File: src/rtl/dcache_ctrl_if.sv
// Bus bundle for the direct-mapped data cache controller: CPU side, backing memory side
// and the external 32-word data store. slave = cache controller, master = environment.
interface dcache_ctrl_if;
  logic [31:0] cpu_addr;
  logic        cpu_rd;
  logic        cpu_wr;
  logic [31:0] cpu_wdata;
  logic [31:0] cpu_rdata;
  logic        cpu_ready;

  logic [31:0] mem_addr;
  logic        mem_rd;
  logic        mem_wr;
  logic [31:0] mem_wdata;
  logic [31:0] mem_rdata;
  logic        mem_ack;

  logic [4:0]  ram_raddr;
  logic [4:0]  ram_waddr;
  logic [31:0] ram_datain;
  logic        ram_we;
  logic [31:0] ram_dataout;

  modport slave (
    input  cpu_addr, cpu_rd, cpu_wr, cpu_wdata, mem_rdata, mem_ack, ram_dataout,
    output cpu_rdata, cpu_ready, mem_addr, mem_rd, mem_wr, mem_wdata,
           ram_raddr, ram_waddr, ram_datain, ram_we
  );

  modport master (
    output cpu_addr, cpu_rd, cpu_wr, cpu_wdata, mem_rdata, mem_ack, ram_dataout,
    input  cpu_rdata, cpu_ready, mem_addr, mem_rd, mem_wr, mem_wdata,
           ram_raddr, ram_waddr, ram_datain, ram_we
  );
endinterface

File: src/rtl/dcache_ctrl.sv
// Direct-mapped write-through, no-write-allocate data cache controller:
// 4 lines x 8 words x 32 bits, tag = addr[31:7], line = addr[6:5], word = addr[4:2].
//
// Handshakes: cpu_rd/cpu_wr are levels held by the CPU until a one-cycle cpu_ready pulse;
// mem_rd/mem_wr are levels held by the cache until mem_ack, and every cycle with mem_ack
// high transfers exactly one word. cpu_rdata is the data-store output, valid with cpu_ready.
module dcache_ctrl (
  input  logic                clk,
  input  logic                reset_n,
  dcache_ctrl_if.slave        bus,
  output logic [2:0]          o_dbg_state
);

  typedef enum logic [2:0] {
    S_IDLE   = 3'd0,
    S_LOOKUP = 3'd1,
    S_RDWAIT = 3'd2,
    S_FILL   = 3'd3,
    S_WRITE  = 3'd4,
    S_RESP   = 3'd5
  } state_t;

  state_t      r_state;
  logic [24:0] r_tag_q [4];
  logic [3:0]  r_valid;
  logic [2:0]  r_cnt;
  logic        r_rdwait;
  logic [29:0] r_addr;
  logic [31:0] r_wdata;
  logic        r_is_wr;

  logic        r_cpu_ready;
  logic        r_mem_rd;
  logic        r_mem_wr;
  logic [31:0] r_mem_addr;
  logic [31:0] r_mem_wdata;
  logic [4:0]  r_ram_raddr;
  logic [4:0]  r_ram_waddr;
  logic [31:0] r_ram_datain;
  logic        r_ram_we;

  logic [24:0] w_tag;
  logic [1:0]  w_line;
  logic [2:0]  w_word;
  logic        w_hit;
  logic        w_fill_done;
  logic        w_unused_addr_lsb;

  assign w_tag             = r_addr[29:5];
  assign w_line            = r_addr[4:3];
  assign w_word            = r_addr[2:0];
  assign w_hit             = r_valid[w_line] && (r_tag_q[w_line] == w_tag);
  assign w_fill_done       = (r_state == S_FILL) && bus.mem_ack && (r_cnt == 3'd7);
  assign w_unused_addr_lsb = ^bus.cpu_addr[1:0];

  always_ff @(posedge clk or negedge reset_n) begin
    if (!reset_n) begin
      r_state      <= S_IDLE;
      r_valid      <= 4'b0;
      r_cnt        <= 3'd0;
      r_rdwait     <= 1'b0;
      r_addr       <= 30'd0;
      r_wdata      <= 32'd0;
      r_is_wr      <= 1'b0;
      r_cpu_ready  <= 1'b0;
      r_mem_rd     <= 1'b0;
      r_mem_wr     <= 1'b0;
      r_mem_addr   <= 32'd0;
      r_mem_wdata  <= 32'd0;
      r_ram_raddr  <= 5'd0;
      r_ram_waddr  <= 5'd0;
      r_ram_datain <= 32'd0;
      r_ram_we     <= 1'b0;
    end else begin
      r_ram_we    <= 1'b0;
      r_cpu_ready <= 1'b0;
      case (r_state)
        S_IDLE: begin
          if (bus.cpu_rd || bus.cpu_wr) begin
            r_addr      <= bus.cpu_addr[31:2];
            r_wdata     <= bus.cpu_wdata;
            r_is_wr     <= bus.cpu_wr;
            r_ram_raddr <= bus.cpu_addr[6:2];
            r_state     <= S_LOOKUP;
          end
        end
        S_LOOKUP: begin
          if (r_is_wr) begin
            // Write-through: update the store only on a hit, memory always.
            if (w_hit) begin
              r_ram_we     <= 1'b1;
              r_ram_waddr  <= {w_line, w_word};
              r_ram_datain <= r_wdata;
            end
            r_mem_wr    <= 1'b1;
            r_mem_addr  <= {r_addr, 2'b00};
            r_mem_wdata <= r_wdata;
            r_state     <= S_WRITE;
          end else if (w_hit) begin
            r_rdwait <= 1'b0;
            r_state  <= S_RDWAIT;
          end else begin
            r_mem_rd   <= 1'b1;
            r_cnt      <= 3'd0;
            r_mem_addr <= {w_tag, w_line, 3'd0, 2'b00};
            r_state    <= S_FILL;
          end
        end
        S_RDWAIT: begin
          // Two cycles here so the registered store output is settled when cpu_ready rises.
          if (r_rdwait) begin
            r_cpu_ready <= 1'b1;
            r_state     <= S_RESP;
          end else begin
            r_rdwait <= 1'b1;
          end
        end
        S_FILL: begin
          if (bus.mem_ack) begin
            r_ram_we     <= 1'b1;
            r_ram_waddr  <= {w_line, r_cnt};
            r_ram_datain <= bus.mem_rdata;
            r_cnt        <= r_cnt + 3'd1;
            if (r_cnt == 3'd7) begin
              r_mem_rd        <= 1'b0;
              r_valid[w_line] <= 1'b1;
              r_state         <= S_LOOKUP;
            end else begin
              r_mem_addr <= {w_tag, w_line, r_cnt + 3'd1, 2'b00};
            end
          end
        end
        S_WRITE: begin
          if (bus.mem_ack) begin
            r_mem_wr    <= 1'b0;
            r_cpu_ready <= 1'b1;
            r_state     <= S_RESP;
          end
        end
        S_RESP: begin
          r_state <= S_IDLE;
        end
        default: begin
          r_state <= S_IDLE;
        end
      endcase
    end
  end

  // Tags need no reset: a line is only trusted once its valid bit is set.
  always_ff @(posedge clk) begin
    if (w_fill_done) begin
      r_tag_q[w_line] <= w_tag;
    end
  end

  assign bus.cpu_rdata  = bus.ram_dataout;
  assign bus.cpu_ready  = r_cpu_ready;
  assign bus.mem_addr   = r_mem_addr;
  assign bus.mem_rd     = r_mem_rd;
  assign bus.mem_wr     = r_mem_wr;
  assign bus.mem_wdata  = r_mem_wdata;
  assign bus.ram_raddr  = r_ram_raddr;
  assign bus.ram_waddr  = r_ram_waddr;
  assign bus.ram_datain = r_ram_datain;
  assign bus.ram_we     = r_ram_we;
  assign o_dbg_state    = r_state;

endmodule

File: src/flat_wrapper.sv
// flat-port wrapper written by rule: the top's interface ports become plain ports
module dcache_ctrl_flat 
  (clk, reset_n, o_dbg_state, bus_cpu_addr, bus_cpu_rd, bus_cpu_wr, bus_cpu_wdata, bus_mem_rdata, bus_mem_ack, bus_ram_dataout, bus_cpu_rdata, bus_cpu_ready, bus_mem_addr, bus_mem_rd, bus_mem_wr, bus_mem_wdata, bus_ram_raddr, bus_ram_waddr, bus_ram_datain, bus_ram_we);
  dcache_ctrl_if bus_i ();
  input  logic clk;
  input  logic reset_n;
  output logic [2:0] o_dbg_state;
  input wire logic [$bits(bus_i.cpu_addr)-1:0] bus_cpu_addr;
  input wire logic [$bits(bus_i.cpu_rd)-1:0] bus_cpu_rd;
  input wire logic [$bits(bus_i.cpu_wr)-1:0] bus_cpu_wr;
  input wire logic [$bits(bus_i.cpu_wdata)-1:0] bus_cpu_wdata;
  input wire logic [$bits(bus_i.mem_rdata)-1:0] bus_mem_rdata;
  input wire logic [$bits(bus_i.mem_ack)-1:0] bus_mem_ack;
  input wire logic [$bits(bus_i.ram_dataout)-1:0] bus_ram_dataout;
  output wire logic [$bits(bus_i.cpu_rdata)-1:0] bus_cpu_rdata;
  output wire logic [$bits(bus_i.cpu_ready)-1:0] bus_cpu_ready;
  output wire logic [$bits(bus_i.mem_addr)-1:0] bus_mem_addr;
  output wire logic [$bits(bus_i.mem_rd)-1:0] bus_mem_rd;
  output wire logic [$bits(bus_i.mem_wr)-1:0] bus_mem_wr;
  output wire logic [$bits(bus_i.mem_wdata)-1:0] bus_mem_wdata;
  output wire logic [$bits(bus_i.ram_raddr)-1:0] bus_ram_raddr;
  output wire logic [$bits(bus_i.ram_waddr)-1:0] bus_ram_waddr;
  output wire logic [$bits(bus_i.ram_datain)-1:0] bus_ram_datain;
  output wire logic [$bits(bus_i.ram_we)-1:0] bus_ram_we;
  assign bus_i.cpu_addr = bus_cpu_addr;
  assign bus_i.cpu_rd = bus_cpu_rd;
  assign bus_i.cpu_wr = bus_cpu_wr;
  assign bus_i.cpu_wdata = bus_cpu_wdata;
  assign bus_i.mem_rdata = bus_mem_rdata;
  assign bus_i.mem_ack = bus_mem_ack;
  assign bus_i.ram_dataout = bus_ram_dataout;
  assign bus_cpu_rdata = bus_i.cpu_rdata;
  assign bus_cpu_ready = bus_i.cpu_ready;
  assign bus_mem_addr = bus_i.mem_addr;
  assign bus_mem_rd = bus_i.mem_rd;
  assign bus_mem_wr = bus_i.mem_wr;
  assign bus_mem_wdata = bus_i.mem_wdata;
  assign bus_ram_raddr = bus_i.ram_raddr;
  assign bus_ram_waddr = bus_i.ram_waddr;
  assign bus_ram_datain = bus_i.ram_datain;
  assign bus_ram_we = bus_i.ram_we;
  dcache_ctrl u_core (.clk(clk), .reset_n(reset_n), .bus(bus_i), .o_dbg_state(o_dbg_state));
endmodule
File: config.mk
export PLATFORM = sky130hd
export DESIGN_NAME = dcache_ctrl_flat
export DESIGN_NICKNAME = d
export VERILOG_FILES = /design/src/rtl/dcache_ctrl_if.sv /design/src/rtl/dcache_ctrl.sv /design/src/flat_wrapper.sv
export SDC_FILE = /design/constraint.sdc
export NUM_CORES = 1
export LEC_CHECK = 0
export CORE_MARGIN = 2
export CORE_UTILIZATION = 50
export CTS_BUF_LIST = sky130_fd_sc_hd__clkbuf_16
export DETAILED_ROUTE_END_ITERATION = 8
export PLACE_DENSITY = 0.8
export SLEW_MARGIN = 15
export SYNTH_ARGS = -nofsm -noshare
export SYNTH_HDL_FRONTEND = slang
export SYNTH_SLANG_ARGS = --single-unit
File: constraint.sdc
create_clock -name clk -period 6.3 [get_ports clk]
set_clock_uncertainty 0.1 [all_clocks]
set_input_delay 1.89 -clock clk [delete_from_list [all_inputs] [get_ports clk]]
set_output_delay 1.89 -clock clk [all_outputs]
set_load 0.005 [all_outputs]
## After elaboration in Yosys (flattened, before gate mapping)

Memory sizes are Yosys's and may differ from the RTL's.
Cells that the tools add are included.

- Add/sub/neg operators: 1
- Magnitude comparators: 2
- Eq/ne operators: 17
- Multiplexer cells: 48
- Bitwise operators: 1
- Reductions and logical operators: 19

Operators by type and width:

| cell | number |
|---|---|
| $mux 32 | 7 |
| $pmux 32 s2 | 2 |
| $mux 3 | 9 |
| $eq 25x25->1 | 1 |
| $mux 1 | 17 |
| $mux 5 | 3 |
| $pmux 3 s5 | 1 |
| $ne 2x2->1 const B | 6 |
| $reduce_and 4->1 | 3 |
| $pmux 1 s2 | 5 |
| $pmux 5 s2 | 1 |
| $reduce_and 5->1 | 2 |
| $reduce_and 3->1 | 3 |
| $ne 2x1->1 const B | 4 |
| $eq 3x2->1 const B | 2 |
| $eq 3x3->1 const B | 2 |
| $pmux 3 s2 | 1 |
| $reduce_bool 2->1 | 3 |
| $logic_and 1x1->1 | 4 |
| $or 4x4->4 | 1 |
| $reduce_and 2->1 | 2 |
| $add 3x1->3 const B | 1 |
| $eq 3x1->1 const B | 1 |
| $logic_not 3->1 | 1 |
| other kinds (6) | 6 |

- Bits in registers: 184
- RAM bits: 100
- Input port bits: 133
- Output and inout bits: 145
- Logic and storage cells: 105
- Memories: 1

Memory list:

| name | words | bits a word | rd ports | clocked after memory_dff | wr ports | RTL line | RTL |
|---|---|---|---|---|---|---|---|
| u_core.r_tag_q | 4 | 25 | 1 | 0 | 1 | dcache_ctrl.sv:24 | `logic [24:0] r_tag_q [4];` |

## Logic depth before layout (Yosys ltp)

Gate-level depths: netlist of the first run.

- Word-level depth: 6
- Depth in mapped cells: 13
- Mapped depth without buffers: 8

## Worst setup path after synthesis of the first run

Ideal clock, no wire load.

- Kind: in2reg
- Start: input bus_mem_ack
- End: memory u_core.r_tag_q[0][0], enable pin
- Setup time: 0.472 ns
- Arrival: 4.719 ns
- Data required time: 5.728 ns
- Setup slack: 1.009 ns
- Stages: 3
- Path buffers: 1
- Cells stage by stage: clkbuf_1 nand2_1 nor4_1

- Word-level cells in the longest chain between the ends: 4

RTL lines:

| element | RTL line | RTL |
|---|---|---|
| from (decl) | flat_wrapper.sv:13 | `input wire logic [$bits(bus_i.mem_ack)-1:0] bus_mem_ack;` |
| $logic_and 1x1->1 (2 in series) | dcache_ctrl.sv:53 | `assign w_fill_done = (r_state == S_FILL) && bus.mem_ack && (r_cnt == 3'd7);` |
| $mux 1 | dcache_ctrl.sv:152 | `if (w_fill_done) begin` |
| $mux 1 (not written as such) | dcache_ctrl.sv:153 | `r_tag_q[w_line] <= w_tag;` |
| to (decl) | dcache_ctrl.sv:24 |  |

No other way between the ends.

## Final worst setup path of the first run

- Start: register u_core.r_addr[4]
- End: register u_core.r_ram_datain[8] (netlist: u_core.bus.ram_datain[8])

- Word-level cells in the longest chain between the ends: 5
- Elaborated cells between the ends (all ways): 7
- Those cells by class: eq/ne: 2; mux: 2; reduce/logical: 2; memory: 1

RTL lines:

| element | RTL line | RTL |
|---|---|---|
| from (decl) | dcache_ctrl.sv:28 | `logic [29:0] r_addr;` |
| from (signal assigned) | dcache_ctrl.sv:80 | `r_addr <= bus.cpu_addr[31:2];` |
| $mem_v2 4x25 / $bmux 1 s2 (equally long branches) | -- |  |
| $eq 25x25->1 / $mux 1 (equally long branches) | dcache_ctrl.sv:52 | `assign w_hit = r_valid[w_line] && (r_tag_q[w_line] == w_tag);` |
| $logic_and 1x1->1 * | dcache_ctrl.sv:52 |  |
| $ne 2x1->1 (no line) * | -- |  |
| $reduce_and 4->1 (no line) * | -- |  |
| to (signal assigned) | dcache_ctrl.sv:93 | `r_ram_datain <= r_wdata;` |
| to (signal assigned) | dcache_ctrl.sv:122 | `r_ram_datain <= bus.mem_rdata;` |
| to (decl) | dcache_ctrl.sv:39 | `logic [31:0] r_ram_datain;` |

Mark *: on every way between the ends. The rest lies on a longest branch, timed or not. The select of a mux whose other input is x is not followed.
A chain may end at the register's enable or synchronous reset.

==> metrics.yaml, run 1 <==
num_vias: 7044
setup_viol: 0
coreArea_um2: 22780
worstPathArrival_ps: 4760
hold_violations: 0
gp_congestion: 0.7725
grt_util_all_layers: 0.2045
finalPower_mw: 7.267
seq_power_share: 0.432
drive_gt1_frac: 0.2139
crit_fanout: 27
vias_per_cell: 5.324
num_io_pins: 278
cts_tree: "done"
min_period_ps: 4444
drc: 0
rrSetupSlack_ps: 1860
rsz0062_at_grt: "false"
final_cell_count_no_fill: 1323
cts_htree_levels: 1
synthArstFlopShare: 0.6390
end_kind: "flop"
fin_tns_setup_ps: 0
power_switching_mw: 2.235
numPortBuffers: 209
max_freq_ghz: 0.2250
seq_area_frac_synth: 0.6362
synth_warnings: 0
synth.avg_cell_area_um2: 14.23
die_w_um: 156.8
path_clk_slew_ps: 60
die-area_um2: 24600
dp.final_hpwl_um: 16400
slowest_delay_ps: 820
critical_path_depth: 10
leakagePower_nw: 5.772
area_growth_pct: 25.14
grt_max_degree: 97
dp.cells: 1271
clockBufferDepth: 3
cap_violations: 0
reg2reg_depth: 10
vdd_drop_max_mv: 0.3410
cts_hold_buf: 0
routed_wl_um: 24870
worst_pin_slew_ps: 1092
ys.flop_type: "dfrtp_1"
critPathKind: "reg2reg"
grt_pass1_vias: 7202
antenna_found_initial: 0
postSynthCellCount: 821
cts_setup_buffers: 0
wl_per_cell_um: 18.80
synth_edf_count: 100
clockRootBuffer: "clkbuf_16"
power_density_nw_per_um2: 497.1
critPathRequiredTime_ps: 6620
holdPathStages: 1
cts.sinks: 277
fp.dieH_um: 156.8
clk_latency_ps: 530
ys_types: 53
drv_slew: 0
start_util: 0.5128
grt_pass1_wl_um: 39300
internal_power_mw: 5.032
cpLargestDelayFamily: "compound AO/OA/AOI/OAI gates"
cp.buffers_inverters: 2
status: "finished clean"
grt_overflow: 0
hold_path_class: "reg2reg"
switching_share: 0.3075
std_cell_rows: 55
comb_power_share: 0.358
n_antenna_cell: 0
cp_cell_sequence: "buf_4, mux2i_1, xnor2_1, nor3_1, nand3_1, a2111oi_4, nand3_1, o21ai_4, buf_4, mux2_2"
cts_made_buffers: 29
cts_resized: 0
cp_slowest_cell: "dfrtp_2"
syn_area_um2: 11680
slew_headroom: 0.2701
final_antenna_net_count: 0
nets: 1124
ys_ff_latch: 277
firstDrtPassIters: 4
period_share: 0.7055
drt-initial-drc-count: 456
start_kind: "flop"
p_clk_frac: 0.210
-- layout make-up --
class	count	area (um2)
fill	1709	8160
sequential	277	7433
multi-input combinational	457	3752
timing repair buffer	219	2171
clock buffer	29	725.7
tap	313	391.6
clock inverter	23	125.1
inverter	5	18.77
-- power by group through the flow --
stage	Clock (mW)	Combinational [mW]	Sequential (mW)
3_5_place_dp	0	2.62	3.17
2_1_floorplan	0	1.62	2.97
5_1_grt	1.63	2.82	3.23
3_3_place_gp	0	2.57	3.13
6_report	1.53	2.60	3.14
4_1_cts	1.56	2.64	3.14
-- cell usage in the layout, fill, tap and decap left out, types with 2 or more instances in the layout --
cell type | synthesis | final
nor2_1 | 39 | 37
nand3b_1 | 2 | 2
o21ai_0 | 14 | 14
edfxtp_1 | 100 | 100
o22ai_1 | 2 | 2
a21oi_1 | 22 | 22
clkinv_2 | 0 | 3
mux4_2 | 8 | 8
clkbuf_16 | 0 | 29
o21a_1 | 13 | 13
a22oi_1 | 4 | 4
xor2_1 | 9 | 9
o31a_1 | 2 | 2
clkinv_1 | 0 | 8
nand4_1 | 4 | 4
or2_2 | 4 | 4
dfrtp_1 | 177 | 176
clkdlybuf4s50_1 | 0 | 208
mux2i_1 | 28 | 28
mux4_1 | 3 | 3
xnor2_1 | 19 | 19
a22o_1 | 2 | 2
ha_1 | 2 | 2
o31ai_1 | 2 | 2
a31oi_1 | 2 | 2
nand3_1 | 7 | 7
nand2b_1 | 4 | 4
conb_1 | 1 | 2
and3_1 | 2 | 2
nor2_4 | 0 | 2
mux2_4 | 7 | 7
nor2b_1 | 4 | 3
buf_4 | 41 | 10
nand2_1 | 85 | 85
inv_1 | 5 | 14
nor3_1 | 7 | 7
mux2_2 | 143 | 143
-- sequential cells by signal, indices dropped and copies added, names as in the netlist, 3 cells and up --
signal                 flops
u_core.bus.mem_wdata      32
u_core.r_wdata            32
u_core.r_valid             4
u_core.r_cnt               3
u_core.o_dbg_state         3
u_core.bus.ram_datain     32
u_core.bus.mem_addr       30
u_core.bus.ram_raddr       4
u_core.r_addr             26
u_core.r_tag_q           100
u_core.bus.ram_waddr       5
-- cells in the mapped netlist (all sizes together), types with 2 or more instances --
cell type	n	area share
clkbuf	20	0.0065
a22o	2	0.0015
mux4	11	0.022
o21a	13	0.0084
mux2i	28	0.024
mux2	150	0.15
or2	4	0.0021
a31oi	2	0.0011
dfrtp	177	0.38
and3	2	0.0011
nor3	7	0.0030
o31a	2	0.0015
xnor2	19	0.014
nand2	85	0.027
buf	63	0.038
ha	2	0.0021
nand3	7	0.0030
nor2b	4	0.0021
nor2	39	0.013
edfxtp	100	0.26
xor2	9	0.0067
nand2b	4	0.0021
o21ai	15	0.0067
nand4	4	0.0021
nand3b	2	0.0013
a21oi	22	0.0094
o31ai	2	0.0013
o22ai	2	0.0011
a22oi	4	0.0026
inv	5	0.0016
-- path summary, 6_finish.rpt --
check,startpoint,to
max,u_core.r_addr[4],u_core.bus.ram_datain[8]
min,u_core.r_valid[2],u_core.r_valid[2]
max reg2reg,u_core.r_addr[4],u_core.bus.ram_datain[8]
min reg2reg,u_core.r_valid[2],u_core.r_valid[2]
max in group asynchronous,reset_n,u_core.r_addr[4]
min in group asynchronous,reset_n,u_core.bus.mem_wdata[12]
-- worst reg2reg max path: cells and delay by family (launching register included) --
family	cells	cell delay (ps)
AOI/OAI and AO/OA	2	1080
DFF	1	820
and+or+nand+nor	3	640
xor gates and xnor gates	1	90
buffers and inverters	2	930
muxes	2	680
-- cells by family after synthesis --
family,synth area share
flops,0.6362
mux,0.1930
simple gates,0.05902
buf+inv,0.04595
compound gates,0.04231
xor+xnor,0.02099
fa+ha+maj,0.002142
other cells,0.0003210
-- through the flow --
step / util / area, um2 / worst slack (ps) / hold slack, ps
5_1_grt: 0.6417 / 14620 / 1542 / 380.0
6_report: 0.6417 / 14620 / 1856 / 365.0
4_1_cts: 0.6417 / 14620 / 1774 / 368.7
3_3_place_gp: 0.6044 / 13770 / 1745 / 350.9
2_1_floorplan: - / 11690 / 1009 / 332.4
3_5_place_dp: 0.6044 / 13770 / 1745 / 353.8
-- per-layer routing --
metal	wire [um]	vias up	GRT usage
met5	0	-	0
met3	2135	42	0.07339
li1	-	3219	-
met2	12340	220	0.3475
met4	559	0	0.04893
met1	9838	3563	0.2500
No activity file was read; power rests on OpenSTA's default activity.
==> run 2: changes to the inputs <==
==> constraint.sdc (replaced) <==
create_clock -name clk -period 4.6 [get_ports clk]
set_clock_uncertainty 0.1 [all_clocks]
set_input_delay 1.38 -clock clk [delete_from_list [all_inputs] [get_ports clk]]
set_output_delay 1.38 -clock clk [all_outputs]
set_load 0.005 [all_outputs]
==> run 2 against run 1 <==
  * Cell area increased by 2.0%
  * Core utilization increased by 1.3 points
  * Sequential cell count unchanged
  * Worst setup slack got worse by 1200 ps
  * Die area unchanged
  * Sequential power increased by 38%
  * Critical endpoint is now u_core.bus.ram_datain[13]
  * Largest power group unchanged
  * Highest routed layer unchanged
==> metrics.yaml, run 2 (same netlist as run 1, synthesis figures left out) <==
status: "finished clean"
rrSetupSlack_ps: 700  # -1150 ps
met1_usage: 0.2750  # +0.02500
cts_made_buffers: 29  # unchanged
clockBufferDepth: 3  # unchanged
min_period_ps: 3898  # -546.9 ps
final_antenna_net_count: 0  # unchanged
nets: 1135  # +0.98%
layout_commonest_cell: "clkdlybuf4s50_1"
routed_wl_um: 25800  # +3.7%
end_kind: "flop"
top_register: "u_core.r_tag_q"
power_switching_mw: 3.123  # +40%
final_cell_mix: "208 x clkdlybuf4s50_1, 176 x dfrtp_1, 143 x mux2_2, 100 x edfxtp_1, 85 x nand2_1"
vias_per_cell: 5.306  # -0.34%
fin_tns_setup_ps: 0  # unchanged
cts_tree: "done"
path_clk_slew_ps: 60  # about the same
area_growth_pct: 27.65
start_kind: "flop"
firstDrtPassIters: 4  # unchanged
dp.final_hpwl_um: 16820  # +2.5%
crit_fanout: 19  # -30%
critPathKind: "reg2reg"
numPortBuffers: 209  # unchanged
busiest_layer: "met2"
start_util: 0.5128  # unchanged
hold_violations: 0  # unchanged
crit_top_cell: "buf_4"
hold_start: "u_core.r_valid[2]"
cts_setup_buffers: 0  # unchanged
grt_util_all_layers: 0.2145  # +0.009984
num_io_pins: 278  # unchanged
use_met2: 0.3565  # +0.008981
comb_power_share: 0.344  # -0.014
worstPathArrival_ps: 4210  # -550 ps
internal_power_mw: 7.301  # +45%
cts_htree_levels: 1  # unchanged
wl_per_cell_um: 19.32  # +2.8%
antenna_found_initial: 0  # unchanged
num_vias: 7084  # +0.57%
leakagePower_nw: 5.916  # +2.5%
multi_input_area_um2: 3751  # about the same
clockRootBuffer: "clkbuf_16"
fin_util: 0.6546  # +0.01285
seq_area_um2: 7433  # unchanged
vdd_drop_max_mv: 0.4498  # +32%
worst_pin_slew_ps: 1079  # -13.14 ps
cp.buffers_inverters: 2  # unchanged
r2r_start: "u_core.bus.ram_raddr[3]"
max_freq_ghz: 0.2566  # +14%
grt_max_degree: 87  # -10%
cts_resized: 0  # unchanged
switching_share: 0.2996  # -0.007903
drive_gt1_frac: 0.2309  # +0.01706
grt_pass1_vias: 7402  # +2.8%
cts_hold_buf: 0  # unchanged
clk_latency_ps: 530  # about the same
drt-initial-drc-count: 334  # -27%
fp.dieH_um: 156.8  # unchanged
setup_viol: 0  # unchanged
seq_power_share: 0.416  # -0.016
cts.sinks: 277  # unchanged
gp_congestion: 0.7885  # +2.1%
die-area_um2: 24600  # unchanged
power_density_nw_per_um2: 699.1  # +41%
cpLargestDelayFamily: "flip-flops"
period_share: 0.8473  # +0.1418
grt_overflow: 0  # unchanged
coreArea_um2: 22780  # unchanged
r2r-end: "u_core.bus.ram_datain[13]"
n_antenna_cell: 0  # unchanged
std_cell_rows: 55  # unchanged
nFillCells: 1647  # -3.6%
use_met3: 0.07145  # -0.001939
cp_cell_sequence: "buf_4, mux4_2, xnor2_1, nand2_1, a2111oi_4, nand3_1, o21ai_4, buf_4, mux2_2"
cap_violations: 0  # unchanged
cp_slowest_cell: "dfrtp_1"
largest_register_ffs: 100  # unchanged
critPathRequiredTime_ps: 4920  # -1700 ps
grt_pass1_wl_um: 41130  # +4.7%
holdPathStages: 1  # unchanged
rsz0062_at_grt: "false"
die_w_um: 156.8  # unchanged
drv_slew: 0  # unchanged
drc: 0  # unchanged
p_clk_frac: 0.240  # +0.030
reg2reg_depth: 9  # -1
hold_path_class: "reg2reg"
hold_path_end: "u_core.r_valid[2]"
slowest_delay_ps: 930  # +110 ps
slew_headroom: 0.2806  # +0.01052
## run 2: changes by cell type in the layout (fill, tap and decap cells not counted), sizes merged
| cell | previous run | this run |
|---|---|---|
| bufinv | 1 | 7 |
| clkinv | 12 | 11 |
| clkinvlp | 1 | 0 |
| buf | 10 | 21 |
| inv | 14 | 10 |
| clkbuf | 30 | 31 |
## run 2: final cells by class
class / instances / share of cell area
clock buffer: 30 / 0.05035
clock inverter: 23 / 0.01922
inverter: 5 / 0.001259
multi-input combinational: 457 / 0.2516
sequential: 277 / 0.4985
tap: 313 / 0.02626
timing repair buffer: 230 / 0.1528
## run 2: metrics by stage
stage / hold WS [ps] / cell area (um2) / instances / total power [mW] / worst slack, ps
floorplan: 332.4 / 11690 / 822 / 6.284 / 885.6
global placement: 348.3 / 13870 / 1282 / 7.836 / 803.3
detailed placement: 357.8 / 13870 / 1282 / 7.983 / 686.4
CTS: 379.3 / 14910 / 1335 / 10.54 / 675.5
global route: 388.6 / 14910 / 1335 / 11.03 / 512.8
finish: 379.9 / 14910 / 1335 / 10.42 / 702.5
## run 2: power by group through the flow
stage,logic [mW],registers [mW],clock network [mW]
2_1_floorplan,2.22,4.06,0
3_3_place_gp,3.51,4.33,0
3_5_place_dp,3.60,4.38,0
4_1_cts,3.64,4.35,2.55
5_1_grt,3.90,4.48,2.66
6_report,3.58,4.34,2.51
## run 2: how the worst max path moves through the flow
stage                     cells past startpoint                   endpoint  slack [ps]                    start
after floorplan                               3       u_core.r_tag_q[0][0]         890              bus_mem_ack
after global placement                        9  u_core.bus.ram_datain[21]         800         u_core.r_addr[4]
after detailed placement                      9  u_core.bus.ram_datain[13]         690  u_core.bus.ram_raddr[3]
after CTS                                     9  u_core.bus.ram_datain[13]         680  u_core.bus.ram_raddr[3]
after global routing                          9  u_core.bus.ram_datain[13]         510         u_core.r_addr[4]
final                                         9  u_core.bus.ram_datain[13]         700  u_core.bus.ram_raddr[3]
## run 2: worst reg2reg max path: cells and delay by family (launching register included)
| kind | cells | cell delay (ps) |
|---|---|---|
| AO/OA/AOI/OAI | 2 | 650 |
| XOR/XNOR | 1 | 160 |
| buffers and inverters | 2 | 680 |
| flip-flops | 1 | 930 |
| multiplexers | 2 | 940 |
| AND/OR/NAND/NOR | 2 | 330 |
## run 2: routing by layer
layer / share of wire / wire [um]
met5: 0 / 0
met4: 0.015 / 399
met3: 0.085 / 2195
met2: 0.49 / 12750
met1: 0.41 / 10450
